===== src/rtl/point_match_scan_if.sv =====
// ============================================================================
//  point_match_scan_if
//  Beat input stream and frame result handshake bundle for point_match_scan.
//  Revision: 1.0
// ============================================================================
`timescale 1ns/1ps
`default_nettype none

interface point_match_scan_if #(
  parameter int WIDTH = 16,
  parameter int CNT_W = 8
) ();
  logic             in_valid;
  logic             in_ready;
  logic [WIDTH-1:0] in_a;
  logic [WIDTH-1:0] in_b;
  logic             in_last;
  logic             out_valid;
  logic             out_ready;
  logic [CNT_W-1:0] out_hit_count;
  logic [CNT_W-1:0] out_first_idx;
  logic             out_any;

  modport master (
    output in_valid, in_a, in_b, in_last, out_ready,
    input  in_ready, out_valid, out_hit_count, out_first_idx, out_any
  );

  modport slave (
    input  in_valid, in_a, in_b, in_last, out_ready,
    output in_ready, out_valid, out_hit_count, out_first_idx, out_any
  );
endinterface

`default_nettype wire


===== src/rtl/point_match_scan.sv =====
// ============================================================================
//  point_match_scan
//  Counts beats per frame whose operands are exact bitwise complements and
//  reports the hit count and the index of the first hit.
//  Revision: 1.0
// ============================================================================
`timescale 1ns/1ps
`default_nettype none

module point_match_scan #(
  parameter int WIDTH = 16,
  parameter int CNT_W = 8
) (
  input  wire logic        clk,
  input  wire logic        rst,
  point_match_scan_if.slave bus
);

  localparam int               c_pairs   = WIDTH / 2;
  localparam logic [CNT_W-1:0] c_cnt_max = {CNT_W{1'b1}};

  typedef enum logic [1:0] {
    ACC   = 2'd0,
    DRAIN = 2'd1,
    HOLD  = 2'd2
  } state_t;

  state_t             r_state;
  logic               r_in_ready;
  logic               r_out_valid;
  logic [CNT_W-1:0]   r_hit_count;
  logic [CNT_W-1:0]   r_first_idx;
  logic               r_first_seen;
  logic [CNT_W-1:0]   r_beat_idx;
  logic               r_any;

  logic               r_s1_valid;
  logic               r_s1_last;
  logic [c_pairs-1:0] r_s1_pairs;
  logic               r_s2_valid;
  logic               r_s2_last;
  logic               r_s2_match;

  logic [WIDTH-1:0]   w_xor;
  logic [c_pairs-1:0] w_pairs;
  logic               w_accept;
  logic               w_hit_inc;
  logic [CNT_W-1:0]   w_hit_next;
  logic               w_first_take;

  assign w_xor    = bus.in_a ^ bus.in_b;
  assign w_accept = bus.in_valid && r_in_ready;

  generate
    for (genvar i = 0; i < c_pairs; i++) begin : g_pair
      assign w_pairs[i] = w_xor[2*i] & w_xor[2*i+1];
    end
  endgenerate

  // Two-stage reduction pipeline; only the valid bits need a reset value.
  always_ff @(posedge clk) begin
    if (rst) begin
      r_s1_valid <= 1'b0;
      r_s1_last  <= 1'b0;
      r_s1_pairs <= '0;
      r_s2_valid <= 1'b0;
      r_s2_last  <= 1'b0;
      r_s2_match <= 1'b0;
    end else begin
      r_s1_valid <= w_accept;
      if (w_accept) begin
        r_s1_last  <= bus.in_last;
        r_s1_pairs <= w_pairs;
      end
      r_s2_valid <= r_s1_valid;
      r_s2_last  <= r_s1_valid & r_s1_last;
      r_s2_match <= &r_s1_pairs;
    end
  end

  assign w_hit_inc    = r_s2_valid && r_s2_match;
  assign w_hit_next   = (w_hit_inc && (r_hit_count != c_cnt_max)) ?
                        r_hit_count + 1'b1 : r_hit_count;
  assign w_first_take = w_hit_inc && !r_first_seen;

  // Frame FSM and accumulator; the HOLD release clears the accumulator last
  // so it wins over the (impossible in HOLD) consume path.
  always_ff @(posedge clk) begin
    if (rst) begin
      r_state      <= ACC;
      r_in_ready   <= 1'b1;
      r_out_valid  <= 1'b0;
      r_hit_count  <= '0;
      r_first_idx  <= c_cnt_max;
      r_first_seen <= 1'b0;
      r_beat_idx   <= '0;
      r_any        <= 1'b0;
    end else begin
      if (r_s2_valid) begin
        r_hit_count <= w_hit_next;
        r_any       <= (w_hit_next != '0);
        if (w_first_take) begin
          r_first_idx  <= r_beat_idx;
          r_first_seen <= 1'b1;
        end
        if (r_beat_idx != c_cnt_max) begin
          r_beat_idx <= r_beat_idx + 1'b1;
        end
      end

      case (r_state)
        ACC: begin
          if (w_accept && bus.in_last) begin
            r_state    <= DRAIN;
            r_in_ready <= 1'b0;
          end
        end
        DRAIN: begin
          if (r_s2_valid && r_s2_last) begin
            r_state     <= HOLD;
            r_out_valid <= 1'b1;
          end
        end
        HOLD: begin
          if (bus.out_ready) begin
            r_state      <= ACC;
            r_in_ready   <= 1'b1;
            r_out_valid  <= 1'b0;
            r_hit_count  <= '0;
            r_first_idx  <= c_cnt_max;
            r_first_seen <= 1'b0;
            r_beat_idx   <= '0;
            r_any        <= 1'b0;
          end
        end
        default: begin
          r_state     <= ACC;
          r_in_ready  <= 1'b1;
          r_out_valid <= 1'b0;
        end
      endcase
    end
  end

  assign bus.in_ready      = r_in_ready;
  assign bus.out_valid     = r_out_valid;
  assign bus.out_hit_count = r_hit_count;
  assign bus.out_first_idx = r_first_idx;
  assign bus.out_any       = r_any;

endmodule

`default_nettype wire


===== src/flat_wrapper.sv =====
// flat-port wrapper written by rule: the top's interface ports become plain ports
module point_match_scan_flat 
#(
  parameter int WIDTH = 16,
  parameter int CNT_W = 8
)
  (clk, rst, bus_in_valid, bus_in_a, bus_in_b, bus_in_last, bus_out_ready, bus_in_ready, bus_out_valid, bus_out_hit_count, bus_out_first_idx, bus_out_any);
  point_match_scan_if #(.WIDTH(WIDTH), .CNT_W(CNT_W)) bus_i ();
  input  wire logic clk;
  input  wire logic rst;
  input wire logic [$bits(bus_i.in_valid)-1:0] bus_in_valid;
  input wire logic [$bits(bus_i.in_a)-1:0] bus_in_a;
  input wire logic [$bits(bus_i.in_b)-1:0] bus_in_b;
  input wire logic [$bits(bus_i.in_last)-1:0] bus_in_last;
  input wire logic [$bits(bus_i.out_ready)-1:0] bus_out_ready;
  output wire logic [$bits(bus_i.in_ready)-1:0] bus_in_ready;
  output wire logic [$bits(bus_i.out_valid)-1:0] bus_out_valid;
  output wire logic [$bits(bus_i.out_hit_count)-1:0] bus_out_hit_count;
  output wire logic [$bits(bus_i.out_first_idx)-1:0] bus_out_first_idx;
  output wire logic [$bits(bus_i.out_any)-1:0] bus_out_any;
  assign bus_i.in_valid = bus_in_valid;
  assign bus_i.in_a = bus_in_a;
  assign bus_i.in_b = bus_in_b;
  assign bus_i.in_last = bus_in_last;
  assign bus_i.out_ready = bus_out_ready;
  assign bus_in_ready = bus_i.in_ready;
  assign bus_out_valid = bus_i.out_valid;
  assign bus_out_hit_count = bus_i.out_hit_count;
  assign bus_out_first_idx = bus_i.out_first_idx;
  assign bus_out_any = bus_i.out_any;
  point_match_scan #(.WIDTH(WIDTH), .CNT_W(CNT_W)) u_core (.clk(clk), .rst(rst), .bus(bus_i));
endmodule

===== config.mk =====
export PLATFORM = sky130hd
export DESIGN_NAME = point_match_scan_flat
export DESIGN_NICKNAME = d
export VERILOG_FILES = /design/src/rtl/point_match_scan_if.sv /design/src/rtl/point_match_scan.sv /design/src/flat_wrapper.sv
export SDC_FILE = /design/constraint.sdc
export NUM_CORES = 1
export LEC_CHECK = 0
export CAP_MARGIN = 20
export CELL_PAD_IN_SITES_DETAIL_PLACEMENT = 0
export CELL_PAD_IN_SITES_GLOBAL_PLACEMENT = 1
export CORE_MARGIN = 3
export CORE_UTILIZATION = 35
export DETAILED_ROUTE_END_ITERATION = 8
export PLACE_DENSITY_LB_ADDON = 0.1
export SLEW_MARGIN = 20
export SYNTH_ARGS = -nofsm -noshare
export SYNTH_HDL_FRONTEND = slang
export SYNTH_SLANG_ARGS = --single-unit

===== constraint.sdc =====
create_clock -name clk -period 1.9 [get_ports clk]
set_input_delay 0.38 -clock clk [delete_from_list [all_inputs] [get_ports clk]]
set_output_delay 0.38 -clock clk [all_outputs]
set_load 0.02 [all_outputs]

==> flow_summary.toml <==
[status]
outcome = "complete, no violations"

[sta]
final-hold-violation-count = 0
slew_headroom_pct = 63.7
fmax_mhz = 541
rsz0062_at_grt = "no"
setup_tns_ps = 0
max_slew.worst_pin.slew_ps = 543
period_minus_slack_ps = 1850
finClkSkew_ps = 8.76
whs_ps = 456
fin_crit_sh_pct = 97.3
slew_viol_final = 0
setup_ws_ps = 51.5
finalSetupViolCount = 0

[yosys]
syn_nets = 269
syn_area_per_cell_sq_um = 8.63
synthTopCellsByArea = "dfxtp_1 43%, xnor2_1 9.3%, nor2_1 5.7%, a21oi_1 4.3%, nand3_1 4.3%"
synth_xor_area_share_pct = 9.71
yosysTopAreaCellShare_pct = 43.4
synth_edf_count = 0
synth_cell_types = 49
yosysTopAreaCell = "dfxtp_1"
yosysMostFrequentCell = "dfxtp_1"
yosys.area_share.adder_pct = 1.26
ys_seq_elements = 43
synthArstFlopShare_pct = 0
synthSimpleGateAreaFrac_pct = 27.5
synth_cells = 230
syn_area_sq_mm = 0.00198
synth_top_family_by_area = "simple AND/OR/NAND/NOR gates"
synthMuxAreaShare_pct = 1.51
ys_warn_count = 0
synth-seq-area-share_pct = 43.4
synth_compound_area_share_pct = 14.1
synthTopCellsByCount = "43 x dfxtp_1, 30 x nor2_1, 22 x nand2_1"
synthFlopType = "dfxtp_1"

[setup_path]
cp.required_ps = 1520
worstSetupEndpointType = "primary output"
path_delay_family = "buffers and inverters"
critPathMaxFanout = 9
cp_slowest_stage_delay_ps = 670
regToRegSetupSlack_ps = 240
rr_worst_depth = 6
path_cells = "clkdlybuf4s50_1"
worst-path-buf-inv = 1
cp-start-kind = "register"
cpMaxStageDelayCell = "clkdlybuf4s50_1"
r2r-start = "u_core.bus.out_hit_count[1]"
arrival_ps = 1470
r2r-end = "u_core.bus.out_any"
critPathKind = "register to primary output"

[route]
drt_iter0_drc = 62
wl_met3_microns = 282
first_pass_iters = 4
top_layer_used = "met4"
drc = 0
drt-total-wl_microns = 4140
wl_met2_microns = 1730
wl_met1_microns = 2070
vias = 1766
ant_nets = 0
wl_per_cell_microns = 11.5
vias_per_cell = 4.91

[floorplanning]
ioPinCount = 56
std_cell_rows = 26
die_area_sq_mm = 0.00661
die_y_microns = 81.3
start_util_pct = 37.4
die_w_microns = 81.3
core_area_sq_mm = 0.00530

[power_and_ir_drop]
powerDensity_mw_per_mm2 = 626
vdd_ir_drop_max_mv = 0.306
p_leak_nw = 0.994

[global_routing]
grtUsageTotal_pct = 13.6
antenna_found_initial = 0
grt_pass1_vias = 1553
grt.overflow.total = 0
grt_max_degree = 19
grt_pass1_wl_microns = 7070

[cts]
cts_tree = "yes"
clk_latency_ps = 300
cts.clk_slew.worst_paths_ps = 80
cts.sinks = 43
h-tree-depth = 2
clockBufferDepth = 2
clockRootBuffer = "clkbuf_8"
numCtsBuffers = 5

[hold_path]
hp-class = "register to register"
hold_path_startpoint = "u_core.r_s1_last"
whs_path_depth = 1
holdPathEnd = "u_core.r_s2_last"

[finish]
nFillCells = 525
layout.nets = 328
stdcell_count = 360
n_antenna_cell = 0
fin_util_pct = 51.3
area_delta_synth_final_pct = 37.1
drive_above_1_share_pct = 8.62

[placed_design]
pre_cts_ws_ps = 143
dp.final_hpwl_microns = 3090
dp.cells = 352
gp_congestion = 0.772
numPortBuffers = 55

[flow_run]
max_cap_violations = 0
[repair_timing]
action | in CTS | in global routing
setup endpoints to repair | 0 | 1
hold buffers | 0 | 0
setup buffers | 0 | 0
resized for setup | 0 | 4
[worst max-delay path by stage]
stage	start	to	slack [ps]	cells after the start
finish	u_core.bus.out_hit_count[4]	bus_out_hit_count[4]	50	1
global route	u_core.bus.out_hit_count[4]	bus_out_hit_count[4]	0.8	1
CTS	u_core.bus.out_hit_count[4]	bus_out_hit_count[4]	30	1
detailed placement	u_core.bus.out_hit_count[0]	u_core.bus.out_any	140	6
global placement	u_core.bus.out_hit_count[0]	u_core.bus.out_any	180	6
floorplan	u_core.bus.out_hit_count[0]	u_core.bus.out_any	180	6
[where the power goes]
group | switching (mW) | internal (mW)
clock network | 0.309 | 0.257
logic | 0.0755 | 0.124
registers | 0.0167 | 0.921
total | 0.402 | 1.30
[layout by cell type, fill, tap and decap left out, types with 2 or more instances in the layout]
cell type | synthesis | routed
clkbuf_8 | 0 | 5
dfxtp_1 | 43 | 42
and3_1 | 4 | 4
nand4_1 | 4 | 4
a21oi_1 | 17 | 17
o21a_1 | 2 | 2
inv_1 | 3 | 3
a31oi_1 | 2 | 2
mux2i_1 | 3 | 3
and2_1 | 2 | 2
o21ai_0 | 2 | 2
nor2b_1 | 3 | 3
buf_4 | 0 | 5
clkdlybuf4s50_1 | 0 | 55
nor2_1 | 30 | 29
a311oi_1 | 2 | 2
nor3_1 | 14 | 13
ha_1 | 2 | 2
xnor2_1 | 21 | 21
nand3_1 | 17 | 17
o211ai_1 | 2 | 2
nand2_1 | 22 | 22
[cell families (layout without fill, tap and decap cells)]
family                   after synthesis  count (layout)
AND/OR/NAND/NOR                      109             109
flip-flops                            43              43
AO/OA/AOI/OAI                         40              40
XOR/XNOR                              22              22
buffers and inverters                 11              71
multiplexers                           3               3
adder cells (fa/ha/maj)                2               2
[metal layers]
metal	vias to the layer above	GRT usage (%)
met4	0	4.90
li1	936	-
met1	770	17.9
met5	-	0
met3	6	4.66
met2	54	20.4
[state kept, by name (all words and copies together) (netlist names), 2 cells and up]
| name | flops |
|---|---|
| u_core.bus.out_first_idx | 8 |
| u_core.r_state | 2 |
| u_core.bus.out_hit_count | 8 |
| u_core.r_beat_idx | 8 |
| u_core.r_s1_pairs | 8 |
[through the flow]
stage / area [sq um] / power (mW)
6_report: 2720 / 1.70
5_1_grt: 2720 / 1.79
4_1_cts: 2710 / 1.73
3_5_place_dp: 2620 / 1.16
3_3_place_gp: 2620 / 1.16
2_1_floorplan: 1980 / 1.05
[layout make-up]
cell class              instances  area (sq um)  share of cell area (%)
inverters                       3          11.3                   0.414
clock buffers                   6          72.6                    2.67
well taps                      70          87.6                    3.22
clock inverters                 2          12.5                   0.460
repair buffers                 60           588                    21.6
multi-input cells             176          1090                    40.0
flip-flops and latches         43           862                    31.7
(Power assumes the default switching activity.)
